$ cat config.mk
export PLATFORM = sky130hd
export DESIGN_NAME = mod_count_monitor
export DESIGN_NICKNAME = d
export VERILOG_FILES = /design/src/rtl/mod_count_monitor.sv
export SDC_FILE = /design/constraint.sdc
export NUM_CORES = 1
export LEC_CHECK = 0
export CAP_MARGIN = 20
export CORE_ASPECT_RATIO = 1.4
export CORE_MARGIN = 1
export CORE_UTILIZATION = 54
export CTS_CLUSTER_SIZE = 28
export DETAILED_ROUTE_END_ITERATION = 8
export PLACE_DENSITY = 0.84
export SLEW_MARGIN = 20
export SYNTH_ARGS = -nofsm -noshare
export SYNTH_HDL_FRONTEND = slang
export SYNTH_SLANG_ARGS = --single-unit
export TNS_END_PERCENT = 1
$ cat constraint.sdc
create_clock -name clk -period 4.7 [get_ports clk]
set_clock_uncertainty 0.05 [all_clocks]
set_input_delay 0.705 -clock clk [delete_from_list [all_inputs] [get_ports clk]]
set_output_delay 0.705 -clock clk [all_outputs]
set_load 0.05 [all_outputs]
$ cat src/rtl/mod_count_monitor.sv
// Sequence checker for a mod-MOD counter: locks on a 0 sample, then follows
// 0..MOD-1, pulsing on each legal wrap and flagging any skip, repeat or range error.
//
// state  | meaning
// IDLE   | waiting for the first 0 sample after reset/clear; no errors raised
// TRACK  | locked; each sample must equal the expected next value
// RESYNC | error seen; waiting for a 0 sample to relock, no further errors
module mod_count_monitor #(
  parameter int CW  = 3,
  parameter int MOD = 7,
  parameter int SW  = 8
) (
  input  logic          clk,
  input  logic          rst_n,
  input  logic          in_valid,
  input  logic [CW-1:0] in_count,
  input  logic          clear,
  output logic          locked,
  output logic          wrap_pulse,
  output logic          err_pulse,
  output logic          err_sticky,
  output logic [SW-1:0] wrap_cnt,
  output logic [SW-1:0] err_cnt
);

  typedef enum logic [1:0] {IDLE, TRACK, RESYNC} state_t;

  localparam logic [CW-1:0] LAST = CW'(MOD - 1);

  state_t        state;
  logic [CW-1:0] expected;
  logic          in_range;
  logic          match;

  assign in_range = ({1'b0, in_count} < (CW+1)'(MOD));
  assign match    = in_range && (in_count == expected);

  always_ff @(posedge clk or negedge rst_n) begin
    if (!rst_n) begin
      state      <= IDLE;
      expected   <= '0;
      locked     <= 1'b0;
      wrap_pulse <= 1'b0;
      err_pulse  <= 1'b0;
      err_sticky <= 1'b0;
      wrap_cnt   <= '0;
      err_cnt    <= '0;
    end else begin
      wrap_pulse <= 1'b0;
      err_pulse  <= 1'b0;
      if (clear) begin
        state      <= IDLE;
        expected   <= '0;
        locked     <= 1'b0;
        err_sticky <= 1'b0;
        wrap_cnt   <= '0;
        err_cnt    <= '0;
      end else if (in_valid) begin
        case (state)
          IDLE, RESYNC: begin
            if (in_count == '0) begin
              state    <= TRACK;
              locked   <= 1'b1;
              expected <= CW'(1);
            end
          end
          TRACK: begin
            if (match) begin
              expected <= (in_count == LAST) ? '0 : in_count + 1'b1;
              // expected is only 0 here after matching LAST, so this is a legal wrap
              if (in_count == '0) begin
                wrap_pulse <= 1'b1;
                if (wrap_cnt != '1) wrap_cnt <= wrap_cnt + 1'b1;
              end
            end else begin
              err_pulse  <= 1'b1;
              err_sticky <= 1'b1;
              if (err_cnt != '1) err_cnt <= err_cnt + 1'b1;
              state  <= RESYNC;
              locked <= 1'b0;
            end
          end
          default: begin
            state  <= IDLE;
            locked <= 1'b0;
          end
        endcase
      end
    end
  end

endmodule
==> metrics.txt, run 1 <==
Final Non-Filler Cells between 150 and 200; Total Routed Length 2760 um; maximum clock rate around 0.39 GHz; largest net degree at the start of global routing 25; fillers 180; share of post-route cells with drive strength above 1 between 4 and 5%; final worst path period need 2.57 ns; WP data arrival 2.76 ns; status finished, violations left; yosys warns 0; Top delay family on crit path simple AND/OR/NAND/NOR gates; DRC errors left 2; Final Max Slew Viols 0; # port buffers 26; routability-driven placement congestion ratio slightly below 1; measured slew at the worst slew-check pin around 0.55 ns; max incr delay on CP 0.64 ns; CP cell instances clkdlybuf4s50_1, nor3_1, nand3b_1, or4_1, a21oi_1; top post-synthesis cells by area dfrtp_1 45%, a21oi_1 5.3%, or4_1 4.5%; Final ANT Viol Nets 0; register area share after synthesis 45.2%; slowest CP cell or4_1; DP HPWL 2030 um; Num Clock Sinks 24; Worst VDD drop 0.205 mV; Internal Pwr Total between 200 and 250 uW; Area Growth Syn to Fin 20.4%; core area around 2300 um^2; nets 174; FP Rows 20; Critical Path Source Type input pin; library cells used by synthesis 36; Clk Latency, worst-skew pair about 0.3 ns; htree depth 1; global-route wire length before repair 4660 um; failing checks DRC; hold buffers post-CTS 0; most common cell after layout, fill and taps aside clkdlybuf4s50_1; register area 601 um^2; endpoint class of the critical path flop; required time worst endpoint 4.89 ns; die area 2670 um^2; WL/cell 14.9 um; Hold Slack 0.303 ns; clock root cell clkbuf_4; syn_area_per_cell 9.43 um^2; final setup violation count 0; Post-DP Area 1580 um^2; post-CTS setup buffer count 0; clock buffer depth 2; clock power share 26.6%; NetSw 75.4 uW; Seq pwr share 64.4%; gr ovfl total 0; Seq cells post-synth 24; Max-slew headroom 63.3%; Max Fanout on Critical Path 17; max capacitance violation total 0; Num CTS Buffers 3; Clk pin slew, worst setup/hold paths 0.12 ns; most frequent cells in the layout 25 x clkdlybuf4s50_1, 24 x dfrtp_1, 15 x nand2_1; I/O Pins 27; TritonCTS clock tree done; Die Ht 60.7 um; DR iter-0 viols 32; via-per-instance ratio 6.46; Final Hold Vio Count 0; vias 1196; Yosys top cell area share 45.2%; syn nets 150; unrepaired setup endpoints after global routing false; Antenna diodes 0; switching share of power 23.3%; Total GRT Usage 23.0%; Die X 43.9 um; Worst Path Buf+Inv 1; Layout Utilization 71.1%; setup TNS 0 ns; Gate power share under 10%; number of global-route vias before repair 1062; initial antenna violation count 0; area of the multi-input gates 669 um^2; Post-Synthesis Cells around 140; area leader, netlist dfrtp_1; synthesized area 1330 um^2; Pleak 0.593 nW; Hold WC Path Type in -> async; first-pass iteration count of the detailed router 9; Setup CP Type in -> reg; Post-CTS Resized 0; placed insts 182; Initial Util between 50% and 60%; final instance area 1600 um^2; share of the cycle needed by the critical path after routing 54.7%; Power Density slightly above 200 nW/um^2
-- layout make-up --
type                            count  share of cell area [%]
Multi-Input combinational cell    104                    41.8
Sequential cell                    24                    37.5
Timing Repair Buffer               27                    16.4
Tap cell                           22                    1.72
Clock buffer                        3                    1.41
Inverter                            5                    1.17
-- metrics by stage --
stage          power (mW)  worst slack (ns)
6_report            0.324              2.13
5_1_grt             0.337              1.93
4_1_cts             0.328              2.14
3_5_place_dp        0.242              1.82
3_3_place_gp        0.242              1.93
2_1_floorplan       0.230              2.67
-- flip-flops by register name, summed over array words and instances, names as in the netlist --
name        flops
expected        3
err_cnt         8
locked          1
err_pulse       1
wrap_pulse      1
err_sticky      1
wrap_cnt        8
state           1
-- final timing paths --
kind	cells past startpoint	to	from	slack, ns
hold / removal	1	wrap_pulse	rst_n	0.30
min in group clk	2	err_sticky	err_sticky	0.48
setup / recovery	5	wrap_cnt[6]	in_count[1]	2.13
setup reg to reg	4	wrap_cnt[6]	state[1]	2.61
hold reg to reg	2	err_sticky	err_sticky	0.48
max in group asynchronous	1	wrap_cnt[2]	rst_n	3.95
-- cell families (layout without fill, tap and decap cells) --
kind of cell	after synthesis	after routing	share of synthesized area, %
AND/OR/NAND/NOR	53	53	22.1
AO/OA/AOI/OAI	41	41	20.5
flip-flops	24	24	45.2
buffers and inverters	13	35	4.51
multiplexers	5	5	3.86
XOR/XNOR	3	3	1.98
adder cells (fa/ha/maj)	2	2	1.88
-- worst register-to-register path: cells and delay by family, from the launching register on --
family          cells  cell delay, ns
compound gates      1            0.16
simple gates        3            1.39
flops               1            0.43
-- layer usage --
layer | GRT usage [%] | vias to the layer above | wire length (um)
li1 | - | 584 | -
met1 | 28.4 | 579 | 1180
met2 | 41.2 | 29 | 1480
met3 | 2.98 | 4 | 81
met4 | 8.23 | 0 | 27
met5 | 0 | - | 0
-- cells in the mapped netlist, drive strengths merged --
library cell,count
dfrtp,24
nand2,15
a21oi,14
nand3,8
or4,8
o31ai,7
o21ai,6
buf,5
inv,4
mux2i,4
nor2,4
o41ai,4
clkbuf,3
nand4,3
nor3,3
o311ai,3
xnor2,3
and4,2
ha,2
nand3b,2
nor4,2
o21bai,2
or3,2
a21o,1
a32o,1
a41o,1
and3,1
clkinv,1
mux2,1
nor2b,1
nor3b,1
o21a,1
o31a,1
or3b,1
-- power by group through the flow --
| stage | Clock (mW) | Sequential (mW) | Combinational, mW |
|---|---|---|---|
| after global routing | 0.0958 | 0.209 | 0.0325 |
| after CTS | 0.0891 | 0.209 | 0.0299 |
| after global placement | 0 | 0.212 | 0.0293 |
| final | 0.0859 | 0.209 | 0.0292 |
| after detailed placement | 0 | 0.213 | 0.0299 |
| after floorplan | 0 | 0.215 | 0.0153 |
Note: power is estimated with default switching activity, not from simulation.
==> inputs of run 2 (changes only) <==
--- a/config.mk
+++ b/config.mk
@@ -8,10 +8,10 @@
 export CAP_MARGIN = 20
 export CORE_ASPECT_RATIO = 1.4
 export CORE_MARGIN = 1
-export CORE_UTILIZATION = 54
+export CORE_UTILIZATION = 45
 export CTS_CLUSTER_SIZE = 28
 export DETAILED_ROUTE_END_ITERATION = 8
-export PLACE_DENSITY = 0.84
+export PLACE_DENSITY = 0.75
 export SLEW_MARGIN = 20
 export SYNTH_ARGS = -nofsm -noshare
 export SYNTH_HDL_FRONTEND = slang
==> constraint.sdc (replaced) <==
create_clock -name clk -period 2.1 [get_ports clk]
set_clock_uncertainty 0.05 [all_clocks]
set_input_delay 0.315 -clock clk [delete_from_list [all_inputs] [get_ports clk]]
set_output_delay 0.315 -clock clk [all_outputs]
set_load 0.05 [all_outputs]
==> metrics.txt, run 2 (synthesis results as in run 1) <==
Num CTS Buffers 3 (unchanged); Initial Util 46.7% (was 59.1%); area of the multi-input gates 669 um^2 (unchanged); Total GRT Usage 20.3% (was 23.0%); NetSw 189 uW (was 75.4 uW); register area 601 um^2 (unchanged); Max-slew headroom 66.0% (was 63.3%); Internal Pwr Total 664 uW (was 248 uW); Num Clock Sinks 24 (unchanged); status finished clean (was finished, violations left); share of post-route cells with drive strength above 1 10.9% (was 4.91%); Post-CTS Resized 0 (unchanged); endpoint class of the critical path flop (unchanged); final setup violation count 0 (unchanged); M2 GR Usage 34.0% (was 41.2%); vias 1230 (was 1196); number of global-route vias before repair 1152 (was 1062); setup TNS 0 ns (unchanged); Total Routed Length 2960 um (was 2760 um); clock power share 36.4% (was 26.6%); measured slew at the worst slew-check pin 0.509 ns (was 0.548 ns); post-CTS setup buffer count 0 (unchanged); Antenna diodes 0 (unchanged); Clk Latency, worst-skew pair 0.27 ns (was 0.30 ns); DP HPWL 2140 um (was 2030 um); Gate power share 9.0% (about the same); first-pass iteration count of the detailed router 4 (was 9); DRC errors left 0 (was 2); share of the cycle needed by the critical path after routing between 90% and 100%; Post-DP Area 1690 um^2 (was 1580 um^2); WP data arrival 2.11 ns (was 2.76 ns); gr ovfl total 0 (unchanged); clock root cell clkbuf_8 (was clkbuf_4); Setup CP Type in -> reg (unchanged); unrepaired setup endpoints after global routing false (unchanged); FP Rows 23 (was 20); I/O Pins 27 (unchanged); Pleak 0.658 nW (was 0.593 nW); final worst path period need approximately 2.0 ns; WL/cell 13.9 um (was 14.9 um); via-per-instance ratio 5.80 (was 6.46); Power Density 490 nW/um^2 (was 202 nW/um^2); most frequent cells in the layout 26 x clkdlybuf4s50_1, 24 x dfrtp_1, 15 x nand2_1 (was 25 x clkdlybuf4s50_1, 24 x dfrtp_1, 15 x nand2_1); Clk pin slew, worst setup/hold paths 0.08 ns (was 0.12 ns); Final Hold Vio Count 0 (unchanged); maximum clock rate 0.508 GHz; Worst VDD drop 0.426 mV (was 0.205 mV); global-route wire length before repair 4630 um (was 4660 um); routability-driven placement congestion ratio 0.810 (was 0.974); TritonCTS clock tree done (unchanged); Area Growth Syn to Fin 30.9% (was 20.4%); die area 3180 um^2 (was 2670 um^2); grt met1 use 24.1% (was 28.4%); Hold WC Path Type in -> async (unchanged); # port buffers 26 (unchanged); required time worst endpoint 2.24 ns (was 4.89 ns); switching share of power 22.2% (was 23.3%); max capacitance violation total 0 (unchanged); Critical Path Source Type input pin (unchanged); Seq pwr share 54.7% (was 64.4%); core area 2850 um^2 (was 2250 um^2); Final Max Slew Viols 0 (unchanged); met3 GRT Util 2.46% (was 2.98%); Layout Utilization 61.1% (was 71.1%); initial antenna violation count 0 (unchanged); Max Fanout on Critical Path 10 (was 17); htree depth 1 (unchanged); Die Ht 66.3 um (was 60.7 um); fillers 231 (was 180); DR iter-0 viols 26 (was 32); hold buffers post-CTS 0 (unchanged); most common cell after layout, fill and taps aside clkdlybuf4s50_1 (unchanged); Die X 47.9 um (was 43.9 um); grt peak-use layer met2 (unchanged); Final ANT Viol Nets 0 (unchanged); nets 185 (was 174); final instance area 1740 um^2 (was 1600 um^2); clock buffer depth 2 (unchanged); largest net degree at the start of global routing 25 (unchanged); top flop regs err_cnt: 8 flops, wrap_cnt: 8 flops, expected: 3 flops (unchanged)
-- run 2: changes by cell type in the layout (fill, tap and decap cells not counted), sizes merged --
cell	previous run	this run
buf	2	12
clkbuf	3	4
clkdlybuf4s50	25	26
-- run 2: final timing paths --
| check | start | end | slack (ns) | depth (start not counted) |
|---|---|---|---|---|
| setup / recovery | in_count[2] | err_cnt[7] | 0.13 | 5 |
| min in group clk | wrap_cnt[7] | wrap_cnt[7] | 0.49 | 1 |
| hold / removal | rst_n | err_cnt[7] | 0.34 | 2 |
| setup reg to reg | state[1] | wrap_cnt[6] | 0.29 | 5 |
| hold reg to reg | wrap_cnt[7] | wrap_cnt[7] | 0.49 | 1 |
| max in group asynchronous | rst_n | wrap_cnt[2] | 1.42 | 2 |
-- run 2: area by class of cell --
cell class	count	share of cell area (%)
Clock buffer	4	3.16
Inverter	5	1.08
Multi-Input combinational cell	104	38.5
Sequential cell	24	34.5
Tap cell	37	2.66
Timing Repair Buffer	38	20.1
-- run 2: through the flow --
| stage | hold slack, ns | instances | setup WS (ns) | power [mW] |
|---|---|---|---|---|
| 2_1_floorplan | -0.0306 | 141 | 0.183 | 0.515 |
| 3_3_place_gp | 0.462 | 208 | -0.101 | 0.551 |
| 3_5_place_dp | 0.467 | 208 | -0.162 | 0.552 |
| 4_1_cts | 0.353 | 212 | 0.120 | 0.865 |
| 5_1_grt | 0.372 | 212 | 0.0378 | 0.886 |
| 6_report | 0.345 | 212 | 0.130 | 0.853 |
-- run 2: power groups by stage --
stage          Sequential [mW]  Combinational, mW  Clock, mW
2_1_floorplan            0.480             0.0343          0
3_3_place_gp             0.476             0.0757          0
3_5_place_dp             0.476             0.0768          0
4_1_cts                  0.466             0.0771      0.321
5_1_grt                  0.467             0.0839      0.335
6_report                 0.466             0.0765      0.311
-- run 2: routing by layer --
| layer | wire (um) | vias up |
|---|---|---|
| met5 | 0 | - |
| met4 | 57 | 0 |
| met3 | 82 | 5 |
| met2 | 1490 | 27 |
| met1 | 1330 | 589 |
| li1 | - | 609 |
-- run 2: critical path: stages --
cell	delay [ns]
clkdlybuf4s50_1	0.61
nand3_1	0.14
a41o_1	0.36
or4_1	0.52
a21oi_1	0.16
